==> config.mk <==
export PLATFORM = sky130hd
export DESIGN_NAME = fft_frame_sequencer
export DESIGN_NICKNAME = d
export VERILOG_FILES = /design/src/rtl/fft_frame_sequencer.sv
export SDC_FILE = /design/constraint.sdc
export NUM_CORES = 2
export LEC_CHECK = 0
export BUFFER_PORTS_ARGS = -buffer_cell sky130_fd_sc_hd__buf_2
export CORE_MARGIN = 1
export CORE_UTILIZATION = 50
export DETAILED_ROUTE_END_ITERATION = 8
export PLACE_DENSITY = 0.64
export REMOVE_ABC_BUFFERS = 1
export SLEW_MARGIN = 10
export SYNTH_ARGS = -nofsm -noshare
export SYNTH_HDL_FRONTEND = slang
export SYNTH_SLANG_ARGS = --single-unit
==> constraint.sdc <==
create_clock -name clk_in -period 8.25 [get_ports clk_in]
set_input_delay 1.2375 -clock clk_in [delete_from_list [all_inputs] [get_ports clk_in]]
set_output_delay 1.2375 -clock clk_in [all_outputs]
set_load 0.02 [all_outputs]
==> src/rtl/fft_frame_sequencer.sv <==
// Circular sample buffer that emits the latest FRAME_LEN samples, oldest first,
// every HOP new samples once the downstream FFT reports the previous frame done.
module fft_frame_sequencer #(
  parameter int WIDTH     = 8,
  parameter int FRAME_LEN = 256,
  parameter int HOP       = 128
) (
  input  logic                         clk_in,
  input  logic                         rst_in,
  input  logic [WIDTH-1:0]             sample_in,
  input  logic                         sample_valid_in,
  input  logic                         enable_in,
  output logic [WIDTH-1:0]             out_data,
  output logic [$clog2(FRAME_LEN)-1:0] out_index,
  output logic                         out_valid,
  input  logic                         out_ready_in,
  output logic                         out_last,
  input  logic                         result_done_in,
  output logic                         busy_out,
  output logic [15:0]                  frame_count_out,
  output logic                         overrun_out
);

  localparam int AW = $clog2(FRAME_LEN);
  localparam int CW = AW + 1;
  localparam logic [CW-1:0] FULL_C   = CW'(FRAME_LEN);
  localparam logic [CW-1:0] HOP_C    = CW'(HOP);
  localparam logic [AW-1:0] LAST_IDX = AW'(FRAME_LEN - 1);

  typedef enum logic [1:0] {FILL, WAIT_HOP, STREAM, WAIT_RESULT} state_t;

  state_t            state_reg, state_next;
  logic [AW-1:0]     wr_ptr_reg, wr_ptr_next;
  logic [CW-1:0]     new_count_reg, new_count_next;
  logic [AW-1:0]     rd_base_reg, rd_base_next;
  logic [AW-1:0]     out_idx_reg, out_idx_next;
  logic              out_valid_reg, out_valid_next;
  logic [15:0]       frame_count_reg, frame_count_next;
  logic              overrun_reg, overrun_next;
  logic [CW-1:0]     w_cnt_reg, w_cnt_next;
  logic [CW-1:0]     r_cnt_reg, r_cnt_next;
  logic [CW-1:0]     cnt_inc;
  logic              rd_en;
  logic [AW-1:0]     rd_addr;
  logic [WIDTH-1:0]  mem [FRAME_LEN];
  logic [WIDTH-1:0]  rd_data_reg;

  // Buffer with read enable: the output beat is held simply by not re-reading.
  always_ff @(posedge clk_in) begin
    if (sample_valid_in) mem[wr_ptr_reg] <= sample_in;
    if (rd_en)           rd_data_reg     <= mem[rd_addr];
  end

  always_ff @(posedge clk_in or posedge rst_in) begin
    if (rst_in) begin
      state_reg       <= FILL;
      wr_ptr_reg      <= '0;
      new_count_reg   <= '0;
      rd_base_reg     <= '0;
      out_idx_reg     <= '0;
      out_valid_reg   <= 1'b0;
      frame_count_reg <= '0;
      overrun_reg     <= 1'b0;
      w_cnt_reg       <= '0;
      r_cnt_reg       <= '0;
    end else begin
      state_reg       <= state_next;
      wr_ptr_reg      <= wr_ptr_next;
      new_count_reg   <= new_count_next;
      rd_base_reg     <= rd_base_next;
      out_idx_reg     <= out_idx_next;
      out_valid_reg   <= out_valid_next;
      frame_count_reg <= frame_count_next;
      overrun_reg     <= overrun_next;
      w_cnt_reg       <= w_cnt_next;
      r_cnt_reg       <= r_cnt_next;
    end
  end

  assign cnt_inc = (sample_valid_in && new_count_reg != FULL_C) ? new_count_reg + CW'(1)
                                                                : new_count_reg;

  always_comb begin
    state_next       = state_reg;
    wr_ptr_next      = wr_ptr_reg + AW'(sample_valid_in);
    new_count_next   = cnt_inc;
    rd_base_next     = rd_base_reg;
    out_idx_next     = out_idx_reg;
    out_valid_next   = out_valid_reg;
    frame_count_next = frame_count_reg;
    overrun_next     = overrun_reg;
    w_cnt_next       = w_cnt_reg;
    r_cnt_next       = r_cnt_reg;
    rd_en            = 1'b0;
    rd_addr          = rd_base_reg + out_idx_reg;

    case (state_reg)
      FILL: begin
        // First frame is eligible as soon as the buffer is full.
        if (cnt_inc == FULL_C) begin
          state_next     = WAIT_HOP;
          new_count_next = HOP_C;
        end
      end
      WAIT_HOP: begin
        if (new_count_reg >= HOP_C && enable_in) begin
          state_next     = STREAM;
          rd_base_next   = wr_ptr_next;
          new_count_next = CW'(sample_valid_in);
          out_idx_next   = '0;
          w_cnt_next     = '0;
          r_cnt_next     = '0;
        end
      end
      STREAM: begin
        if (sample_valid_in) begin
          if (w_cnt_reg >= r_cnt_reg) overrun_next = 1'b1;
          if (w_cnt_reg != FULL_C)    w_cnt_next   = w_cnt_reg + CW'(1);
        end
        if (!out_valid_reg) begin
          rd_en          = 1'b1;
          out_valid_next = 1'b1;
        end else if (out_ready_in) begin
          r_cnt_next = r_cnt_reg + CW'(1);
          if (out_idx_reg == LAST_IDX) begin
            out_valid_next   = 1'b0;
            out_idx_next     = '0;
            frame_count_next = frame_count_reg + 16'd1;
            state_next       = WAIT_RESULT;
          end else begin
            // Fetch the next beat now so the register is ready for the next edge.
            out_idx_next = out_idx_reg + AW'(1);
            rd_en        = 1'b1;
            rd_addr      = rd_base_reg + out_idx_reg + AW'(1);
          end
        end
      end
      WAIT_RESULT: begin
        if (result_done_in) state_next = WAIT_HOP;
      end
      default: state_next = FILL;
    endcase
  end

  assign out_data        = out_valid_reg ? rd_data_reg : '0;
  assign out_index       = out_idx_reg;
  assign out_valid       = out_valid_reg;
  assign out_last        = out_valid_reg && (out_idx_reg == LAST_IDX);
  assign busy_out        = (state_reg == STREAM) || (state_reg == WAIT_RESULT);
  assign frame_count_out = frame_count_reg;
  assign overrun_out     = overrun_reg;

endmodule

==> metrics <==
Setup CP Type=reg2reg; Root Driver=clkbuf_16; IO buf count=49; static leakage=31.2 nW; length of the first detailed-routing pass in iterations=7; final design area excluding fillers=98100 um^2; routing usage on met1=41.7%; Die Wd=423 um; residual DRC count=0; CTS tree=yes; worst slew margin relative to its limit=2.79%; register name with the most flops=mem; NumNets Final=5490; via count of the first global-routing pass=51900; largest clock skew in the final design=0.0489 ns; overall overflow remaining after global route=0; number of rows created at floorplan=153; achievable frequency=139 MHz; area share of the largest cell type after synthesis=69.8%; flop and latch count out of synthesis=2127; cells along the critical path=ha_4 -> inv_1 -> fa_4 -> inv_1 -> ha_1 -> buf_4 -> and4_1 -> o21ai_4 -> nand2_4 -> buf_12 -> mux4_2 -> mux2i_1 -> a21oi_1 -> a32o_1 -> nor4_1 -> nor4_1; average cell area after synthesis=16.3 um^2; number of max-cap violations=0; Largest register FFs=2048; Global Route met3 Usage=7.59%; Post-Place Setup Slack=1.43 ns; post-synthesis adder-cell area fraction=0.461%; min cycle time layout=7.21 ns; Netlist cell types=86; total CTS buffers=212; clk buf depth=3; setup tns final=0 ns; number of flops mapped to enable cells by yosys=2056; count of antenna-violating nets left after detailed routing=0; Initial Util=50.6%; power per standard cell area=300 nW/um^2; Worst-Margin Slew=1.46 ns; area of the core region=175000 um^2; Worst Path Max Fanout=64; number of max-slew violations in the final report=0; Routability Congestion=0.959; met2 track demand over resource=43.6%; required arrival time at the worst endpoint=8.80 ns; fraction of synthesized area in multiplexers=10.5%; total half-perimeter wirelength after legalization and detailed placement=162000 um; clock tree sinks=2127; final setup fails=0; Total Wirelength=268000 um; total of hold buffers inserted after clock tree synthesis=0; total number of vias=54600; Critical Path End Type=flop; Warnings, synthesis=0; setup repair after global routing missed its margin=false; share of synthesized flip-flops with an asynchronous set or reset=3.34%; cell taking the most area after synthesis=edfxtp_1; Synth area leaders=edfxtp_1 70%, mux4_2 8.4%, o22ai_1 2.1%; Critical Path Source Type=flop; synthesized cell area=88400 um^2; number of filler cells placed in the layout=13300; fraction of the mapped netlist area in simple logic gates=6.21%; Hold Crit Class=reg2reg; critical path data arrival time=7.75 ns; latest clock arrival within the worst-skew pair=0.87 ns; IO Pins=50; post-route setup slack=1.04 ns; clock-pin transition on the worst setup and hold timing paths=0.06 ns; pin count of the biggest net entering global routing=148; synthesized-area fraction occupied by ao, oa, aoi and oai cells=8.10%; postcts setup bufs=0; overall die height=423 um; Final Hold Vio Count=0; post-place instance area=91300 um^2; period utilisation layout=87.3%; signed area change from the synthesized netlist to the final layout=11.0%; dominant synthesized flop cell=edfxtp_1; iteration-0 DRC count of the detailed router=8339; IR drop worst, VDD=229 uV; area of the die=179000 um^2; master of the slowest instance on the critical path=nor4_1; area share of xor/xnor cells in the synthesized design=0.669%; post_cts resized=0; routing layer with the top usage in global route=met2; result of the run=finished clean; fraction of final layout cells with drive strength greater than 1=16.2%; largest family of logic cells by synthesized area=multiplexers; first-pass GRT wire length=380000 um; maximum cell stage delay along the critical path=1.16 ns; number of H-tree levels=4; routed length per instance=33.7 um; sequential share of the synthesized area=71.8%; average vias per placed instance=6.86; antenna violations before repair=5; cell count after synthesis=5439; global-route usage over all layers=29.7%; final core utilization=56.2%
critical path, delay by kind of cell (launching register included):
| family | cells | cell delay [ns] |
|---|---|---|
| fa+ha+maj | 3 | 1.65 |
| flops | 1 | 0.51 |
| buf+inv | 4 | 1.03 |
| mux | 2 | 0.98 |
| simple gates | 4 | 2.18 |
| compound gates | 3 | 0.46 |
through the flow:
stage	cells	power (mW)	hold slack, ns
final	7956	29.4	0.472
after global routing	7947	30.2	0.489
after CTS	7946	29.3	0.477
after detailed placement	7554	20.0	0.465
after global placement	7554	20.0	0.455
after floorplan	5041	18.4	0.484
power breakdown:
| group | leakage (nW) | switching (mW) | total, mW | internal [mW] |
|---|---|---|---|---|
| combinational | 8.52 | 5.06 | 7.85 | 2.78 |
| sequential | 19.4 | 0.127 | 12.1 | 12.0 |
| clock | 3.30 | 4.20 | 9.44 | 5.24 |
| total | 31.2 | 9.39 | 29.4 | 20.0 |
kinds of logic (layout without fill, tap and decap cells):
family	count (synthesis)	count (layout)
flops	2127	2127
simple gates	1246	1246
mux	512	512
xor+xnor	59	59
buf+inv	428	611
fa+ha+maj	32	32
other cells	0	9
compound gates	1035	1035
worst paths after layout:
| path | to | slack (ns) | startpoint | depth (start not counted) |
|---|---|---|---|---|
| max | rd_data_reg[5]$_DFFE_PP_ | 1.04 | out_index[0]$_DFFE_PP0P_ | 16 |
| min | frame_count_out[15]$_DFFE_PP0P_ | 0.47 | frame_count_out[15]$_DFFE_PP0P_ | 1 |
| max reg2reg | rd_data_reg[5]$_DFFE_PP_ | 1.04 | out_index[0]$_DFFE_PP0P_ | 16 |
| min reg2reg | frame_count_out[15]$_DFFE_PP0P_ | 0.47 | frame_count_out[15]$_DFFE_PP0P_ | 1 |
| max in group asynchronous | wr_ptr_reg[3]$_DFF_PP0_ | 6.95 | rst_in | 3 |
| min in group asynchronous | frame_count_out[12]$_DFFE_PP0P_ | 0.64 | rst_in | 3 |
cells in the mapped netlist, drive strengths merged, types with 13 or more instances:
library cell / number
and3: 23
nand3: 205
a221oi: 40
o22ai: 298
nand4: 42
edfxtp: 2056
o31ai: 20
o211ai: 36
a21oi: 100
o311ai: 15
a31oi: 47
and2: 18
buf: 186
inv: 29
nor3: 92
o21ai: 155
xnor2: 35
ha: 31
xor2: 21
clkbuf: 212
mux2i: 135
or3: 16
o221ai: 167
dfrtp: 71
nand2: 421
a22oi: 27
nor2: 380
mux4: 329
mux2: 48
nor4: 13
a32oi: 20
cell usage in the layout, fill, tap and decap left out, types with 15 or more instances in the layout:
master     count
a221oi_1      39
dfrtp_1       71
mux2_2        48
buf_4        118
inv_1         28
o22ai_1      298
o21ai_0      145
xor2_1        17
o31ai_1       20
buf_12        22
and2_1        18
nor2_1       370
ha_1          30
nand4_1       42
clkinv_2      45
clkinv_1      51
and3_1        23
nand2_1      420
nand3_1      204
a22oi_1       27
nor3_1        92
bufinv_16     15
mux4_2       329
edfxtp_1    2056
a21oi_1       97
mux2i_1      135
clkbuf_16    213
clkbuf_1      45
a32oi_1       20
xnor2_1       29
or3_1         16
o211ai_1      36
buf_2         41
o221ai_1     167
a31oi_1       47
layout make-up:
| cell class | instances | area [um^2] | share of cell area, % |
|---|---|---|---|
| clock inverters | 134 | 1260 | 1.28 |
| inverters | 30 | 113 | 0.115 |
| clock buffers | 258 | 5500 | 5.60 |
| well taps | 2325 | 2910 | 2.96 |
| diodes | 9 | 22.5 | 0.0229 |
| flip-flops and latches | 2127 | 63500 | 64.7 |
| repair buffers | 189 | 1640 | 1.67 |
| multi-input cells | 2884 | 23200 | 23.6 |
per-layer routing:
metal,part of all wire (%),wire length [um]
met5,0.015,41
met4,5.0,13400
met3,12,32800
met2,44,119000
met1,38,103000
Power figures use the tool's default switching activity.
